==> src/rtl/axi_lite_xbar_pkg.sv <==
// axi_lite_xbar_pkg: response type/constants and FSM states for the AXI-lite crossbar.
// XBAR_DECERR_EN adds the R_ERR/W_ERR states used to answer unmapped addresses.
package axi_lite_xbar_pkg;
  typedef logic [1:0] axi_resp_t;
  localparam axi_resp_t RESP_OKAY   = 2'b00;
  localparam axi_resp_t RESP_DECERR = 2'b11;
`ifdef XBAR_DECERR_EN
  typedef enum logic [1:0] {R_IDLE, R_ADDR, R_DATA, R_ERR} r_state_t;
  typedef enum logic [1:0] {W_IDLE, W_REQ, W_RESP, W_ERR} w_state_t;
`else
  typedef enum logic [1:0] {R_IDLE, R_ADDR, R_DATA} r_state_t;
  typedef enum logic [1:0] {W_IDLE, W_REQ, W_RESP} w_state_t;
`endif
endpackage

==> src/rtl/xbar_addr_dec.sv <==
// xbar_addr_dec: address decode to slave select (slave 1 wins) plus unmapped flag.
module xbar_addr_dec #(
  parameter logic [31:0] SLV1_BASE = 32'hA000_0000,
  parameter logic [31:0] SLV1_MASK = 32'hFFFF_F000,
  parameter logic [31:0] SLV0_BASE = 32'h8000_0000,
  parameter logic [31:0] SLV0_MASK = 32'hF800_0000
) (
  input  logic [31:0] addr,
  output logic        sel,
  output logic        err
);
  logic hit1, hit0;
  assign hit1 = (addr & SLV1_MASK) == SLV1_BASE;
  assign hit0 = (addr & SLV0_MASK) == SLV0_BASE;
  assign sel  = hit1;
  assign err  = !hit1 && !hit0;
endmodule

==> src/rtl/axi_lite_xbar.sv <==
// axi_lite_xbar: one-master to two-slave AXI-lite router, one outstanding read and write.
// XBAR_DECERR_EN: unmapped addresses answer DECERR; otherwise they route to slave 0.
module axi_lite_xbar
  import axi_lite_xbar_pkg::*;
#(
  parameter logic [31:0] SLV1_BASE = 32'hA000_0000,
  parameter logic [31:0] SLV1_MASK = 32'hFFFF_F000,
  parameter logic [31:0] SLV0_BASE = 32'h8000_0000,
  parameter logic [31:0] SLV0_MASK = 32'hF800_0000
) (
  input  logic        clk_i,
  input  logic        rst_i,
  input  logic        slv_ar_valid_i,
  input  logic [31:0] slv_ar_addr_i,
  output logic        slv_ar_ready_o,
  output logic        slv_r_valid_o,
  output logic [31:0] slv_r_data_o,
  output axi_resp_t   slv_r_resp_o,
  input  logic        slv_r_ready_i,
  input  logic        slv_aw_valid_i,
  input  logic [31:0] slv_aw_addr_i,
  output logic        slv_aw_ready_o,
  input  logic        slv_w_valid_i,
  input  logic [31:0] slv_w_data_i,
  input  logic [3:0]  slv_w_strb_i,
  output logic        slv_w_ready_o,
  output logic        slv_b_valid_o,
  output axi_resp_t   slv_b_resp_o,
  input  logic        slv_b_ready_i,
  output logic        s0_ar_valid_o,
  output logic [31:0] s0_ar_addr_o,
  input  logic        s0_ar_ready_i,
  input  logic        s0_r_valid_i,
  input  logic [31:0] s0_r_data_i,
  input  axi_resp_t   s0_r_resp_i,
  output logic        s0_r_ready_o,
  output logic        s0_aw_valid_o,
  output logic [31:0] s0_aw_addr_o,
  input  logic        s0_aw_ready_i,
  output logic        s0_w_valid_o,
  output logic [31:0] s0_w_data_o,
  output logic [3:0]  s0_w_strb_o,
  input  logic        s0_w_ready_i,
  input  logic        s0_b_valid_i,
  input  axi_resp_t   s0_b_resp_i,
  output logic        s0_b_ready_o,
  output logic        s1_ar_valid_o,
  output logic [31:0] s1_ar_addr_o,
  input  logic        s1_ar_ready_i,
  input  logic        s1_r_valid_i,
  input  logic [31:0] s1_r_data_i,
  input  axi_resp_t   s1_r_resp_i,
  output logic        s1_r_ready_o,
  output logic        s1_aw_valid_o,
  output logic [31:0] s1_aw_addr_o,
  input  logic        s1_aw_ready_i,
  output logic        s1_w_valid_o,
  output logic [31:0] s1_w_data_o,
  output logic [3:0]  s1_w_strb_o,
  input  logic        s1_w_ready_i,
  input  logic        s1_b_valid_i,
  input  axi_resp_t   s1_b_resp_i,
  output logic        s1_b_ready_o
);
  r_state_t    r_state, r_next;
  w_state_t    w_state, w_next;
  logic [31:0] r_addr, aw_addr_q, w_data_q, w_dec_addr;
  logic [3:0]  w_strb_q;
  logic        r_sel, w_sel, r_dec_sel, w_dec_sel, r_unmapped, w_unmapped;
  logic        aw_cap, w_cap, aw_cap_d, w_cap_d;
  logic        ar_hs, aw_hs, w_hs, w_both, r_pass, b_pass, r_err_st, w_err_st;
  logic        ar_v, aw_v, w_v, aw_rdy, w_rdy;

  xbar_addr_dec #(.SLV1_BASE(SLV1_BASE), .SLV1_MASK(SLV1_MASK), .SLV0_BASE(SLV0_BASE), .SLV0_MASK(SLV0_MASK))
    u_rdec (.addr(slv_ar_addr_i), .sel(r_dec_sel), .err(r_unmapped));
  xbar_addr_dec #(.SLV1_BASE(SLV1_BASE), .SLV1_MASK(SLV1_MASK), .SLV0_BASE(SLV0_BASE), .SLV0_MASK(SLV0_MASK))
    u_wdec (.addr(w_dec_addr), .sel(w_dec_sel), .err(w_unmapped));

`ifdef XBAR_DECERR_EN
  assign r_err_st = r_state == R_ERR;
  assign w_err_st = w_state == W_ERR;
`else
  logic unused_unmapped;
  assign unused_unmapped = r_unmapped ^ w_unmapped;
  assign r_err_st = 1'b0;
  assign w_err_st = 1'b0;
`endif

  // read path
  assign slv_ar_ready_o = r_state == R_IDLE;
  assign ar_hs  = slv_ar_valid_i && slv_ar_ready_o;
  assign ar_v   = r_state == R_ADDR;
  assign r_pass = r_state == R_DATA;
  assign s0_ar_valid_o = ar_v && !r_sel;
  assign s1_ar_valid_o = ar_v && r_sel;
  assign s0_ar_addr_o  = s0_ar_valid_o ? r_addr : '0;
  assign s1_ar_addr_o  = s1_ar_valid_o ? r_addr : '0;
  assign s0_r_ready_o  = r_pass && !r_sel && slv_r_ready_i;
  assign s1_r_ready_o  = r_pass && r_sel && slv_r_ready_i;
  assign slv_r_valid_o = r_pass ? (r_sel ? s1_r_valid_i : s0_r_valid_i) : r_err_st;
  assign slv_r_data_o  = r_pass ? (r_sel ? s1_r_data_i : s0_r_data_i) : '0;
  assign slv_r_resp_o  = r_pass ? (r_sel ? s1_r_resp_i : s0_r_resp_i) : r_err_st ? RESP_DECERR : RESP_OKAY;

  always_comb begin
    r_next = r_state;
    if (r_state == R_IDLE) begin
`ifdef XBAR_DECERR_EN
      if (slv_ar_valid_i) r_next = r_unmapped ? R_ERR : R_ADDR;
`else
      if (slv_ar_valid_i) r_next = R_ADDR;
`endif
    end else if (r_state == R_ADDR) begin
      if (r_sel ? s1_ar_ready_i : s0_ar_ready_i) r_next = R_DATA;
    end else if (slv_r_valid_o && slv_r_ready_i) r_next = R_IDLE;
  end

  always_ff @(posedge clk_i or negedge rst_i)
    if (!rst_i) begin
      r_state <= R_IDLE;
      r_addr  <= '0;
      r_sel   <= 1'b0;
    end else begin
      r_state <= r_next;
      if (ar_hs) r_addr <= slv_ar_addr_i;
      if (ar_hs) r_sel <= r_dec_sel;
    end

  // write path: in W_IDLE the captured flags mean "latched", in W_REQ they mean "still owed downstream"
  assign slv_aw_ready_o = w_state == W_IDLE && !aw_cap;
  assign slv_w_ready_o  = w_state == W_IDLE && !w_cap;
  assign aw_hs  = slv_aw_valid_i && slv_aw_ready_o;
  assign w_hs   = slv_w_valid_i && slv_w_ready_o;
  assign w_both = (aw_cap || aw_hs) && (w_cap || w_hs);
  assign w_dec_addr = aw_cap ? aw_addr_q : slv_aw_addr_i;
  assign aw_v   = w_state == W_REQ && aw_cap;
  assign w_v    = w_state == W_REQ && w_cap;
  assign b_pass = w_state == W_RESP;
  assign aw_rdy = w_sel ? s1_aw_ready_i : s0_aw_ready_i;
  assign w_rdy  = w_sel ? s1_w_ready_i : s0_w_ready_i;
  assign s0_aw_valid_o = aw_v && !w_sel;
  assign s1_aw_valid_o = aw_v && w_sel;
  assign s0_aw_addr_o  = s0_aw_valid_o ? aw_addr_q : '0;
  assign s1_aw_addr_o  = s1_aw_valid_o ? aw_addr_q : '0;
  assign s0_w_valid_o  = w_v && !w_sel;
  assign s1_w_valid_o  = w_v && w_sel;
  assign s0_w_data_o   = s0_w_valid_o ? w_data_q : '0;
  assign s1_w_data_o   = s1_w_valid_o ? w_data_q : '0;
  assign s0_w_strb_o   = s0_w_valid_o ? w_strb_q : '0;
  assign s1_w_strb_o   = s1_w_valid_o ? w_strb_q : '0;
  assign s0_b_ready_o  = b_pass && !w_sel && slv_b_ready_i;
  assign s1_b_ready_o  = b_pass && w_sel && slv_b_ready_i;
  assign slv_b_valid_o = b_pass ? (w_sel ? s1_b_valid_i : s0_b_valid_i) : w_err_st;
  assign slv_b_resp_o  = b_pass ? (w_sel ? s1_b_resp_i : s0_b_resp_i) : w_err_st ? RESP_DECERR : RESP_OKAY;

  always_comb begin
    w_next   = w_state;
    aw_cap_d = 1'b0;
    w_cap_d  = 1'b0;
    if (w_state == W_IDLE) begin
      aw_cap_d = aw_cap || aw_hs;
      w_cap_d  = w_cap || w_hs;
`ifdef XBAR_DECERR_EN
      if (w_both) w_next = w_unmapped ? W_ERR : W_REQ;
      if (w_both && w_unmapped) aw_cap_d = 1'b0;
      if (w_both && w_unmapped) w_cap_d = 1'b0;
`else
      if (w_both) w_next = W_REQ;
`endif
    end else if (w_state == W_REQ) begin
      aw_cap_d = aw_cap && !aw_rdy;
      w_cap_d  = w_cap && !w_rdy;
      if (!aw_cap_d && !w_cap_d) w_next = W_RESP;
    end else if (slv_b_valid_o && slv_b_ready_i) w_next = W_IDLE;
  end

  always_ff @(posedge clk_i or negedge rst_i)
    if (!rst_i) begin
      w_state   <= W_IDLE;
      aw_cap    <= 1'b0;
      w_cap     <= 1'b0;
      aw_addr_q <= '0;
      w_data_q  <= '0;
      w_strb_q  <= '0;
      w_sel     <= 1'b0;
    end else begin
      w_state <= w_next;
      aw_cap  <= aw_cap_d;
      w_cap   <= w_cap_d;
      if (aw_hs) aw_addr_q <= slv_aw_addr_i;
      if (w_hs) w_data_q <= slv_w_data_i;
      if (w_hs) w_strb_q <= slv_w_strb_i;
      if (w_state == W_IDLE && w_both) w_sel <= w_dec_sel;
    end
endmodule

==> config.mk <==
export PLATFORM = sky130hd
export DESIGN_NAME = axi_lite_xbar
export DESIGN_NICKNAME = d
export VERILOG_FILES = /design/src/rtl/axi_lite_xbar_pkg.sv /design/src/rtl/xbar_addr_dec.sv /design/src/rtl/axi_lite_xbar.sv
export SDC_FILE = /design/constraint.sdc
export NUM_CORES = 1
export LEC_CHECK = 0
export ABC_CLOCK_PERIOD_IN_PS = 1800
export BUFFER_PORTS_ARGS = -buffer_cell sky130_fd_sc_hd__buf_4
export CAP_MARGIN = 40
export CELL_PAD_IN_SITES_DETAIL_PLACEMENT = 1
export CELL_PAD_IN_SITES_GLOBAL_PLACEMENT = 1
export CORE_AREA = 2 2 172 174
export DETAILED_ROUTE_END_ITERATION = 10
export DIE_AREA = 0 0 174 176
export GPL_TIMING_DRIVEN = 0
export PLACE_DENSITY = 0.59
export SETUP_SLACK_MARGIN = 0.15
export SLEW_MARGIN = 20
export SYNTH_ARGS = -nofsm -noshare
export SYNTH_HDL_FRONTEND = slang
export SYNTH_SLANG_ARGS = --single-unit
==> constraint.sdc <==
create_clock -name clk_i -period 1.8 [get_ports clk_i]
set_input_delay 0.36 -clock clk_i [delete_from_list [all_inputs] [get_ports clk_i]]
set_output_delay 0.36 -clock clk_i [all_outputs]
set_load 0.02 [all_outputs]
**Yosys cells after proc, flatten, opt, wreduce, memory -nomap -nowiden**

Index checks and enable logic that the tools add are counted.
Widths: inputs -> output; s select.

- Register bits after elaboration: 108
- Output and inout port bits: 251

- Equal/unequal tests: 10
- Muxes and demuxes: 36
- Reductions and logical operators: 44

Operators by type and width:

| operator | count |
|---|---|
| $mux 32 | 9 |
| $eq 20x20->1 const B | 2 |
| $logic_and 1x1->1 | 28 |
| $mux 2 | 14 |
| $mux 1 | 11 |
| $logic_not 1->1 | 8 |
| $mux 4 | 2 |
| $reduce_and 3->1 | 2 |
| $reduce_bool 3->1 | 2 |
| $eq 2x1->1 const B | 2 |
| $eq 2x2->1 const B | 2 |
| $logic_not 2->1 | 2 |
| $ne 2x2->1 const B | 2 |
| $ne 3x1->1 const B | 1 |
| $ne 3x2->1 const B | 1 |
| $logic_or 1x1->1 | 2 |

**Depth between registers and ports, before layout**

Gate-level depths: netlist (run 1).

- Depth in word-level cells: 8
- Gate-level depth with buffers: 6
- Depth with buffers taken out: 4

**Hierarchy**

A second synthesis (run 1) with hierarchy kept.

- Cell total of the unflattened synthesis: 598
- Area total of the unflattened synthesis: 6507.5 um^2

Modules (own cells, without submodules):

| module | times used | cells an instance | area an instance (um^2) | sequential area each (um^2) |
|---|---|---|---|---|
| axi_lite_xbar | 1 | 582 | 6389.9 | 2702.6 |
| xbar_addr_dec | 2 | 8 | 58.8 | 0.0 |

**Worst setup path after synthesis (run 1)**

No wires, ideal clock.

- Path kind: flip-flop to output port
- Start point: register r_state[1]
- End point: output port s0_ar_addr_o[22]
- Arrival: 1.427 ns
- Required time: 1.440 ns
- Path slack: 0.013 ns
- Cell stages (with the launch flop): 5
- Buffers on the path: 2
- Path through: dfrtp_1 > buf_2 > nor3b_2 > clkbuf_1 > and2_1

- Cells in the longest elaborated chain, start to end: 3

Ends and longest elaborated chain:

| item | line | text |
|---|---|---|
| start, declared | axi_lite_xbar.sv:65 | `r_state_t r_state, r_next;` |
| start signal, assigned | axi_lite_xbar.sv:123 | `r_state <= r_next;` |
| $eq 2x1->1 | axi_lite_xbar.sv:92 | `assign ar_v = r_state == R_ADDR;` |
| $logic_and 1x1->1 | axi_lite_xbar.sv:94 | `assign s0_ar_valid_o = ar_v && !r_sel;` |
| named net s0_ar_valid_o | axi_lite_xbar.sv:30 | `output logic s0_ar_valid_o,` |
| $mux 32 | axi_lite_xbar.sv:96 | `assign s0_ar_addr_o = s0_ar_valid_o ? r_addr : '0;` |
| end, declared | axi_lite_xbar.sv:31 | `output logic [31:0] s0_ar_addr_o,` |

The timed path passes the listed nets, and every way through them passes these cells.

**Final worst setup path (run 1)**

- Start point: register r_state[1]
- End point: output port s0_ar_addr_o[0]

- Cells in the longest elaborated chain, start to end: 3

Ends and longest elaborated chain:

| item | line |
|---|---|
| $eq 2x1->1 | axi_lite_xbar.sv:92 |
| $logic_and 1x1->1 | axi_lite_xbar.sv:94 |
| $mux 32 | axi_lite_xbar.sv:96 |

No other way between the ends.

==> impl_metrics.env, run 1 <==
export IMPL_grtUsageTotal_pct=20.0
export IMPL_clk_latency_ns=0.36
export IMPL_drt_vias_per_instance=4.39
export IMPL_grt_pass1_wl_um=46500
export IMPL_yosys_top_cells_count="203 x and2_1, 108 x dfrtp_1, 60 x mux2_4"
export IMPL_drive_gt1_share_pct=85.1
export IMPL_port_buffers=439
export IMPL_htreeDepth=3
export IMPL_end_kind="output port"
export IMPL_whs_endpoint="r_addr[8]"
export IMPL_finalHoldViolCount=0
export IMPL_yosys_most_used_dff="dfrtp_1"
export IMPL_rsz0062_at_grt="true"
export IMPL_vias=6531
export IMPL_crit_fanout=7
export IMPL_ff2ff_path_depth=7
export IMPL_yosys_area_top_type="dfrtp_1"
export IMPL_synth_area_leaders="dfrtp_1 41%, and2_1 19%, mux2_4 14%"
export IMPL_r2r_start="w_state[1]"
export IMPL_min_period_ns=2.15
export IMPL_finalSetupViolations=246
export IMPL_hold_depth=2
export IMPL_reg2reg_slack_ns=0.04
export IMPL_start_util_pct=22.9
export IMPL_num_fill_cells=3015
export IMPL_ir_drop_mv=0.439
export IMPL_syn_area_um2=6530
export IMPL_drc=0
export IMPL_ys_seq_elements=108
export IMPL_seqCellArea_um2=2710
export IMPL_rows=62
export IMPL_max_freq_ghz=0.465
export IMPL_grt_overflow=0
export IMPL_power_total_mw=16.6
export IMPL_numCtsBuffers=9
export IMPL_wl_per_cell_um=22.0
export IMPL_cts_tree="built"
export IMPL_ys_seq_area_share_pct=41.4
export IMPL_holdWs_ns=0.223
export IMPL_worst_pin_slew_ns=0.674
export IMPL_wirelength_um=32700
export IMPL_die_h_um=176
export IMPL_drt_iter0_drc=211
export IMPL_status="finished, violations left"
export IMPL_area_growth_pct=117
export IMPL_start_kind="flop"
export IMPL_synth_top_area_share_pct=41.4
export IMPL_io_pins=440
export IMPL_setup_slack_ns=-0.349
export IMPL_drv_slew=0
export IMPL_gp_congestion=0.765
export IMPL_arrival_ns=1.79
export IMPL_slew_headroom_pct=54.4
export IMPL_syn_num_nets=752
export IMPL_coreArea_um2=28500
export IMPL_crit_slowest_cell="dfrtp_1"
export IMPL_dr_pass1_iters=4
export IMPL_r2r_end="aw_addr_q[5]"
export IMPL_yosysMostFrequentCell="and2_1"
export IMPL_yosysWarnings=0
export IMPL_hold_path_startpoint="slv_ar_addr_i[8]"
export IMPL_yosysUniqueCellTypes=36
export IMPL_p_per_area_nw_per_um2=1170
export IMPL_clk_pin_slew_worst_paths_ns=0.09
export IMPL_final_antenna_net_count=0
export IMPL_postSynthAreaPerCell_um2=11.6
export IMPL_clock_skew_ns=0.0178
export IMPL_slowest_delay_ns=0.38
export IMPL_die_area_um2=30600
export IMPL_hold_path_class="input pin to flop"
export IMPL_dp_hpwl_um=22400
export IMPL_die_width_um=174
export IMPL_grt_start_max_net_pins=72
export IMPL_violations="setup timing"
export IMPL_worstPathRequired_ns=1.44
export IMPL_synthArstFlopShare_pct=100
export IMPL_final_nets=1287
export IMPL_cts_root_buffer="clkbuf_16"
export IMPL_total_leakage_power_nw=6.87
export IMPL_antenna_found_initial=0
export IMPL_clockBufferDepth=2
export IMPL_grt_pass1_vias=7301
export IMPL_pre_cts_ws_ns=-0.436
export IMPL_period_share_pct=119
export IMPL_crit_type="flop to output port"
export IMPL_synth_cells=563
export IMPL_path_cells="buf_6 > buf_12 > nor3b_4 > buf_6 > buf_6 > buf_6 > and2_4 > buf_6"
export IMPL_multi_input_area_um2=4440
export IMPL_synth_edff_count=0
export IMPL_cp_common_cell="buf_6"
export IMPL_clock_sinks=108
export IMPL_cap_violations=0
-- kinds of logic (layout without fill, tap and decap cells) --
kind of cell / after synthesis / in the layout / synth area share (%)
other: 0 / 1 / 0
AO/OA/AOI/OAI: 45 / 45 / 5.67
buffers and inverters: 49 / 587 / 5.73
AND/OR/NAND/NOR: 254 / 255 / 25.4
flip-flops: 108 / 108 / 41.4
multiplexers: 107 / 107 / 21.8
-- final cells by class --
class	instances	share of cell area [%]
Timing Repair Buffer	523	38.7
Multi-Input combinational cell	407	31.3
Sequential cell	108	19.1
Buffer	42	5.29
Tap cell	384	3.39
Clock buffer	10	1.62
Clock inverter	5	0.327
Inverter	7	0.238
Antenna cell	1	0.0177
-- worst max-delay path by stage --
| stage | startpoint | to | slack, ns | depth (start not counted) |
|---|---|---|---|---|
| after floorplan | w_state[1] | aw_addr_q[10] | 0.08 | 6 |
| after global placement | w_state[0] | s0_aw_addr_o[7] | -0.44 | 5 |
| after detailed placement | w_state[0] | s0_aw_addr_o[7] | -0.44 | 5 |
| after CTS | r_state[1] | slv_r_data_o[29] | -0.38 | 7 |
| after global routing | w_state[1] | s1_aw_addr_o[22] | -0.42 | 6 |
| final | r_state[1] | s0_ar_addr_o[0] | -0.35 | 8 |
-- layer usage --
metal  GRT usage (%)  wire length, µm
met1            21.8            12100
met4            4.97              583
met3            6.07             2400
met2            37.6            17700
met5               0                0
-- flip-flops by register name (all words and copies together) (netlist names) --
name       cells
w_sel          1
w_state        2
w_cap          1
w_strb_q       4
aw_addr_q     32
aw_cap         1
r_state        2
r_addr        32
w_data_q      32
r_sel          1
-- layout by cell type (no fill, tap or decap), types with 2 or more instances in the layout --
cell type and instances:
nor2_1 6, nand2b_1 3, inv_6 2, nor4_1 8, mux2_4 91, nor3b_4 5
dfrtp_2 2, o21ai_0 4, inv_1 4, nand4_1 3, nor3_2 2, clkbuf_8 4
clkinv_4 3, clkbuf_16 25, buf_12 25, and2_4 203, dfrtp_1 106, o22ai_1 2
nor4b_1 5, buf_6 290, a22o_1 6, mux2i_1 5, a22o_4 30, and3_1 2
buf_4 203, nor3_4 3, buf_8 19, buf_16 7, and3_4 3, mux2_2 10
-- metrics by stage --
stage	util [%]	TNS, ns	std cells	cell area, µm²
floorplan	-	0	563	6930
global placement	37.5	-39.21	1386	10700
detailed placement	37.6	-40.17	1387	10700
CTS	46.9	-77.66	1463	13400
global route	49.6	-91.21	1486	14200
finish	49.6	-72.11	1487	14200
-- power by group --
part	internal, mW	leakage (nW)	switching [mW]	total [mW]
Clock	0.960	0.135	1.04	2.00
Sequential	3.66	1.28	1.23	4.89
Combinational	6.10	5.45	3.64	9.74
Total	10.7	6.87	5.91	16.6
-- repair_timing --
action                                  in CTS  in global routing
pin swaps                                  114                 26
endpoints found under the setup margin     279                343
setup buffers                               38                 12
endpoints found under the hold margin       37                  0
cloned                                      22                 11
hold buffers                                 1                  0
gates resized for setup                    534                125
-- critical path: cells and delay by family (launching register included) --
family,cells,cell delay (ns)
buf+inv,6,0.75
flops,1,0.38
simple gates,2,0.31
No activity file was read; power rests on OpenSTA's default activity.
==> run 2: changes to the inputs <==
--- a/config.mk
+++ b/config.mk
@@ -5,16 +5,17 @@
 export SDC_FILE = /design/constraint.sdc
 export NUM_CORES = 1
 export LEC_CHECK = 0
+export ABC_AREA = 1
 export ABC_CLOCK_PERIOD_IN_PS = 1800
 export BUFFER_PORTS_ARGS = -buffer_cell sky130_fd_sc_hd__buf_4
-export CAP_MARGIN = 40
+export CAP_MARGIN = 20
 export CELL_PAD_IN_SITES_DETAIL_PLACEMENT = 1
 export CELL_PAD_IN_SITES_GLOBAL_PLACEMENT = 1
 export CORE_AREA = 2 2 172 174
 export DETAILED_ROUTE_END_ITERATION = 10
 export DIE_AREA = 0 0 174 176
 export GPL_TIMING_DRIVEN = 0
-export PLACE_DENSITY = 0.59
+export PLACE_DENSITY_LB_ADDON = 0.1
 export SETUP_SLACK_MARGIN = 0.15
 export SLEW_MARGIN = 20
 export SYNTH_ARGS = -nofsm -noshare
==> run 2 against run 1 <==
Net effect: the flow still finishes with violations (setup timing); clock-buffer cell count shrank 1; global-route usage shrank 0.19 points; setup slack gained 0.049 ns; hold slack lost 0.023 ns; sequential share of layout area grew 1.4 points; synthesized cell count grew 62%; die area is the same; register-to-register slack lost 0.10 ns; sequential power shrank 19%; routed wire length shrank 1.8%; sequential cell count is the same.
==> impl_metrics.env, run 2 <==
export IMPL_status="finished, violations left"
export IMPL_violations="setup timing"
export IMPL_synthArstFlopShare_pct=100
export IMPL_crit_type="flop to output port"
export IMPL_synth_area_leaders="dfrtp_1 44%, nor2_1 17%, nand2_1 9.1%"
export IMPL_port_buffers=439
export IMPL_place_area_um2=10200
export IMPL_max_freq_ghz=0.476
export IMPL_start_util_pct=21.3
export IMPL_setup_slack_ns=-0.299
export IMPL_coreArea_um2=28500
export IMPL_yosys_most_used_dff="dfrtp_1"
export IMPL_final_nets=1597
export IMPL_drc=0
export IMPL_total_leakage_power_nw=6.41
export IMPL_hold_depth=3
export IMPL_start_kind="flop"
export IMPL_cap_violations=0
export IMPL_synth_edff_count=0
export IMPL_finalSetupViolations=266
export IMPL_holdWs_ns=0.200
export IMPL_whs_endpoint="w_data_q[30]"
export IMPL_clock_sinks=108
export IMPL_slew_headroom_pct=64.2
export IMPL_fin_setup_tns_ns=-55.14
export IMPL_wl_per_cell_um=17.9
export IMPL_antenna_found_initial=2
export IMPL_arrival_ns=1.74
export IMPL_synth_cells=910
export IMPL_die_h_um=176
export IMPL_worstPathRequired_ns=1.44
export IMPL_htreeDepth=3
export IMPL_io_pins=440
export IMPL_yosys_area_top_type="dfrtp_1"
export IMPL_synth_top_area_share_pct=44.4
export IMPL_final_antenna_net_count=0
export IMPL_die_width_um=174
export IMPL_clockBufferDepth=2
export IMPL_grt_start_max_net_pins=60
export IMPL_drt_iter0_drc=191
export IMPL_drv_slew=0
export IMPL_area_growth_pct=117
export IMPL_rows=62
export IMPL_r2r_end="r_addr[9]"
export IMPL_cts_tree="built"
export IMPL_clock_skew_ns=0.0160
export IMPL_pre_cts_ws_ns=-0.382
export IMPL_grt_overflow=0
export IMPL_worst_pin_slew_ns=0.537
export IMPL_rsz0062_at_grt="true"
export IMPL_postSynthAreaPerCell_um2=6.68
export IMPL_gp_congestion=0.823
export IMPL_ys_seq_area_share_pct=44.4
export IMPL_final_cell_mix="321 x buf_4, 157 x buf_6, 117 x nor2_1"
export IMPL_ir_drop_mv=0.586
export IMPL_ff2ff_path_depth=7
export IMPL_layout_commonest_cell="buf_4"
export IMPL_dp_hpwl_um=23700
export IMPL_reg2reg_slack_ns=-0.06
export IMPL_wirelength_um=32100
export IMPL_dr_pass1_iters=5
export IMPL_grt_pass1_vias=8265
export IMPL_period_share_pct=117
export IMPL_clk_pin_slew_worst_paths_ns=0.09
export IMPL_hold_path_class="input pin to flop"
export IMPL_hold_path_startpoint="slv_w_data_i[30]"
export IMPL_crit_fanout=10
export IMPL_yosysMostFrequentCell="nor2_1"
export IMPL_r2r_start="r_state[0]"
export IMPL_ys_seq_elements=108
export IMPL_min_period_ns=2.10
export IMPL_yosys_top_cells_count="276 x nor2_1, 148 x nand2_1, 116 x inv_1"
export IMPL_syn_num_nets=1099
export IMPL_numCtsBuffers=9
export IMPL_finalHoldViolCount=0
export IMPL_drive_gt1_share_pct=57.5
export IMPL_p_per_area_nw_per_um2=1200
export IMPL_clk_latency_ns=0.36
export IMPL_reg_largest_list="aw_addr_q: 32 flops, r_addr: 32 flops, w_data_q: 32 flops"
export IMPL_drt_vias_per_instance=4.37
export IMPL_yosysUniqueCellTypes=26
export IMPL_critPathLaunch="w_state[1]"
export IMPL_yosysWarnings=0
export IMPL_end_kind="output port"
export IMPL_postLayoutCellArea_um2=13200
export IMPL_grt_pass1_wl_um=47500
export IMPL_syn_area_um2=6080
export IMPL_cts_root_buffer="clkbuf_16"
export IMPL_grtUsageTotal_pct=19.8
export IMPL_vias=7857
export IMPL_die_area_um2=30600
==> run 2: worst max-delay path by stage <==
stage | to | slack, ns | depth (start not counted)
after floorplan | s0_w_data_o[10] | -0.07 | 7
after global placement | s0_ar_addr_o[18] | -0.37 | 7
after detailed placement | s0_ar_addr_o[9] | -0.38 | 7
after CTS | s1_ar_addr_o[18] | -0.31 | 8
after global routing | s1_w_data_o[17] | -0.36 | 7
final | s1_w_data_o[13] | -0.30 | 7
==> run 2: cell type report <==
| cell class | count | area, µm² |
|---|---|---|
| Multi-Input combinational cell | 625 | 3990 |
| Clock buffer | 9 | 225 |
| Timing Repair Buffer | 487 | 4480 |
| Tap cell | 384 | 480 |
| Clock inverter | 7 | 106 |
| Antenna cell | 2 | 5.00 |
| Sequential cell | 108 | 2710 |
| Fill cell | 3386 | 15300 |
| Buffer | 55 | 722 |
| Inverter | 122 | 489 |
==> run 2: cells by family after synthesis <==
| logic type | after synthesis | synth area share, % |
|---|---|---|
| buffers and inverters | 177 | 12.2 |
| AO/OA/AOI/OAI | 104 | 8.62 |
| AND/OR/NAND/NOR | 521 | 34.7 |
| flip-flops | 108 | 44.4 |
==> run 2: power breakdown <==
part / internal (mW) / leakage (nW) / switching [mW]
Sequential: 3.57 / 1.28 / 0.398
Clock: 1.13 / 0.156 / 1.08
Combinational: 3.91 / 4.97 / 5.78
Total: 8.61 / 6.41 / 7.25
==> run 2: what timing repair did <==
item,4_1_cts,5_1_grt
hold buffers,1,0
hold endpoints to repair,49,0
buffers inserted,28,6
setup endpoints to repair,276,351
gates cloned,11,1
pin swaps,27,24
gates resized for setup,376,169
==> run 2: routing by layer <==
layer / global-route usage, % / vias up / routed length [µm]
met5: 0 / - / 0
met4: 5.64 / 0 / 680
met3: 4.93 / 32 / 1980
met2: 35.8 / 269 / 16600
met1: 23.2 / 3769 / 12900
li1: - / 3787 / -
==> run 2: stage by stage <==
stage / instances / util [%] / power, mW
global route: 1799 / 46.3 / 17.0
detailed placement: 1734 / 35.9 / 10.8
CTS: 1790 / 43.8 / 15.4
global placement: 1733 / 35.8 / 10.6
finish: 1799 / 46.3 / 15.9
floorplan: 910 / - / 7.93
==> run 2: worst max-delay path, cell delays in order, from the launching register on <==
cell      delay, ns
dfrtp_2        0.43
nor2_4         0.19
nand2_4        0.10
nor2_4         0.13
clkinv_4       0.11
buf_8          0.17
nor2_1         0.11
buf_4          0.16
==> run 3: changes to the inputs <==
--- a/config.mk
+++ b/config.mk
@@ -15,6 +15,7 @@
 export DETAILED_ROUTE_END_ITERATION = 10
 export DIE_AREA = 0 0 174 176
 export GPL_TIMING_DRIVEN = 0
+export MAX_ROUTING_LAYER = met4
 export PLACE_DENSITY_LB_ADDON = 0.1
 export SETUP_SLACK_MARGIN = 0.15
 export SLEW_MARGIN = 20
==> run 3 against run 2 <==
Net effect: critical endpoint unchanged; largest cell class unchanged; sequential cell count did not move; fmax shrank 0.29%; sequential power about the same; total power hardly changed; the flow still finishes with violations (setup timing); first-iteration DRC count shrank 12%.
==> impl_metrics.env, run 3 (same netlist as run 2, synthesis figures left out) <==
export IMPL_cts_root_buffer="clkbuf_16"
export IMPL_grt_pass1_vias=8286
export IMPL_worstPathRequired_ns=1.44
export IMPL_dp_cells=1734
export IMPL_start_util_pct=21.3
export IMPL_layout_cells_non_filler=1799
export IMPL_final_cell_mix="321 x buf_4, 157 x buf_6, 118 x nor2_1"
export IMPL_grt_overflow=0
export IMPL_worst_pin_slew_ns=0.540
export IMPL_p_per_area_nw_per_um2=1200
export IMPL_end_kind="output port"
export IMPL_finalHoldViolCount=0
export IMPL_wl_met3_um=1950
export IMPL_grtUsageTotal_pct=20.4
export IMPL_total_leakage_power_nw=6.41
export IMPL_port_buffers=439
export IMPL_fin_setup_tns_ns=-54.42
export IMPL_clk_pin_slew_worst_paths_ns=0.09
export IMPL_die_width_um=174
export IMPL_min_period_ns=2.11
export IMPL_numCtsBuffers=9
export IMPL_dp_hpwl_um=23700
export IMPL_drt_iter0_drc=169
export IMPL_die_h_um=176
export IMPL_ir_drop_mv=0.587
export IMPL_drc=0
export IMPL_drv_slew=0
export IMPL_clockBufferDepth=2
export IMPL_period_share_pct=117
export IMPL_vias=7835
export IMPL_final_nets=1597
export IMPL_coreArea_um2=28500
export IMPL_arrival_ns=1.75
export IMPL_status="finished, violations left"
export IMPL_dr_pass1_iters=4
export IMPL_rows=62
export IMPL_wirelength_um=32100
export IMPL_layout_commonest_cell="buf_4"
export IMPL_antenna_found_initial=2
export IMPL_htreeDepth=3
export IMPL_violations="setup timing"
export IMPL_dr_wl_met2_um=16600
export IMPL_area_growth_pct=117
export IMPL_io_pins=440
export IMPL_start_kind="flop"
export IMPL_met1Wirelength_um=12900
export IMPL_crit_fanout=10
export IMPL_finalSetupViolations=264
export IMPL_cts_tree="built"
export IMPL_max_freq_ghz=0.475
export IMPL_wl_per_cell_um=17.8
export IMPL_grt_pass1_wl_um=47400
export IMPL_gp_congestion=0.835
export IMPL_cap_violations=0
export IMPL_crit_type="flop to output port"
export IMPL_reg_largest_list="aw_addr_q: 32 flops, r_addr: 32 flops, w_data_q: 32 flops"
export IMPL_holdWs_ns=0.198
export IMPL_clock_skew_ns=0.0181
export IMPL_hold_path_class="input pin to flop"
export IMPL_clock_sinks=108
export IMPL_power_total_mw=15.8
export IMPL_dr_max_layer_used="met4"
export IMPL_clk_latency_ns=0.36
export IMPL_setup_slack_ns=-0.305
export IMPL_slew_headroom_pct=64.0
export IMPL_drive_gt1_share_pct=57.4
export IMPL_final_antenna_net_count=0
export IMPL_rsz0062_at_grt="true"
export IMPL_die_area_um2=30600
export IMPL_grt_start_max_net_pins=60
export IMPL_drt_vias_per_instance=4.36
[run 3: final cells by class]
class                      instances  area, µm²
multi-input combinational        625       3990
sequential                       108       2710
inverter                         122        489
clock buffer                       9        225
tap                              384        480
fill                            3388      15300
clock inverter                     7        106
antenna                            2       5.00
buffer                            55        722
timing repair buffer             487       4480
[run 3: worst max-delay path, cell delays in order, from the launching register on]
cell      delay, ns
dfrtp_2        0.43
nor2_4         0.19
nand2_4        0.10
nor2_4         0.13
clkinv_4       0.11
buf_8          0.17
nor2_1         0.11
buf_4          0.16
[run 3: through the flow]
| stage | setup WS, ns | utilization (%) | cell area (µm²) |
|---|---|---|---|
| final | -0.305 | 46.3 | 13200 |
| after CTS | -0.306 | 43.8 | 12500 |
| after detailed placement | -0.382 | 35.9 | 10200 |
| after global placement | -0.367 | 35.8 | 10200 |
| after global routing | -0.363 | 46.3 | 13200 |
| after floorplan | -0.0715 | - | 6440 |
[run 3: per-layer routing]
metal  vias up  GRT usage (%)
li1       3783              -
met1      3750           23.3
met2       268           35.7
met3        34           4.89
met4         0           5.64
met5         -              -
[run 3: final timing paths]
path	from	to	slack (ns)	depth (start not counted)
setup / recovery	w_state[1]	s1_w_data_o[13]	-0.31	7
hold / removal	slv_w_data_i[30]	w_data_q[30]	0.20	3
setup reg to reg	r_state[0]	r_addr[27]	-0.04	8
hold reg to reg	aw_addr_q[30]	aw_addr_q[30]	0.51	2
max in group asynchronous	rst_i	w_state[1]	0.53	3
min in group asynchronous	rst_i	w_data_q[23]	0.55	2
[run 3: what timing repair did]
action | CTS | global route
hold endpoints to repair | 49 | 0
resized for setup | 376 | 168
pin swaps | 27 | 24
endpoints found under the setup margin | 276 | 351
setup buffers | 28 | 6
cloned | 11 | 1
hold buffers | 1 | 0
[run 3: where the power goes]
group          total, mW  internal [mW]  leakage, nW  switching, mW
clock network       2.20           1.13        0.156           1.07
registers           3.96           3.57         1.28          0.398
logic               9.68           3.91         4.97           5.77
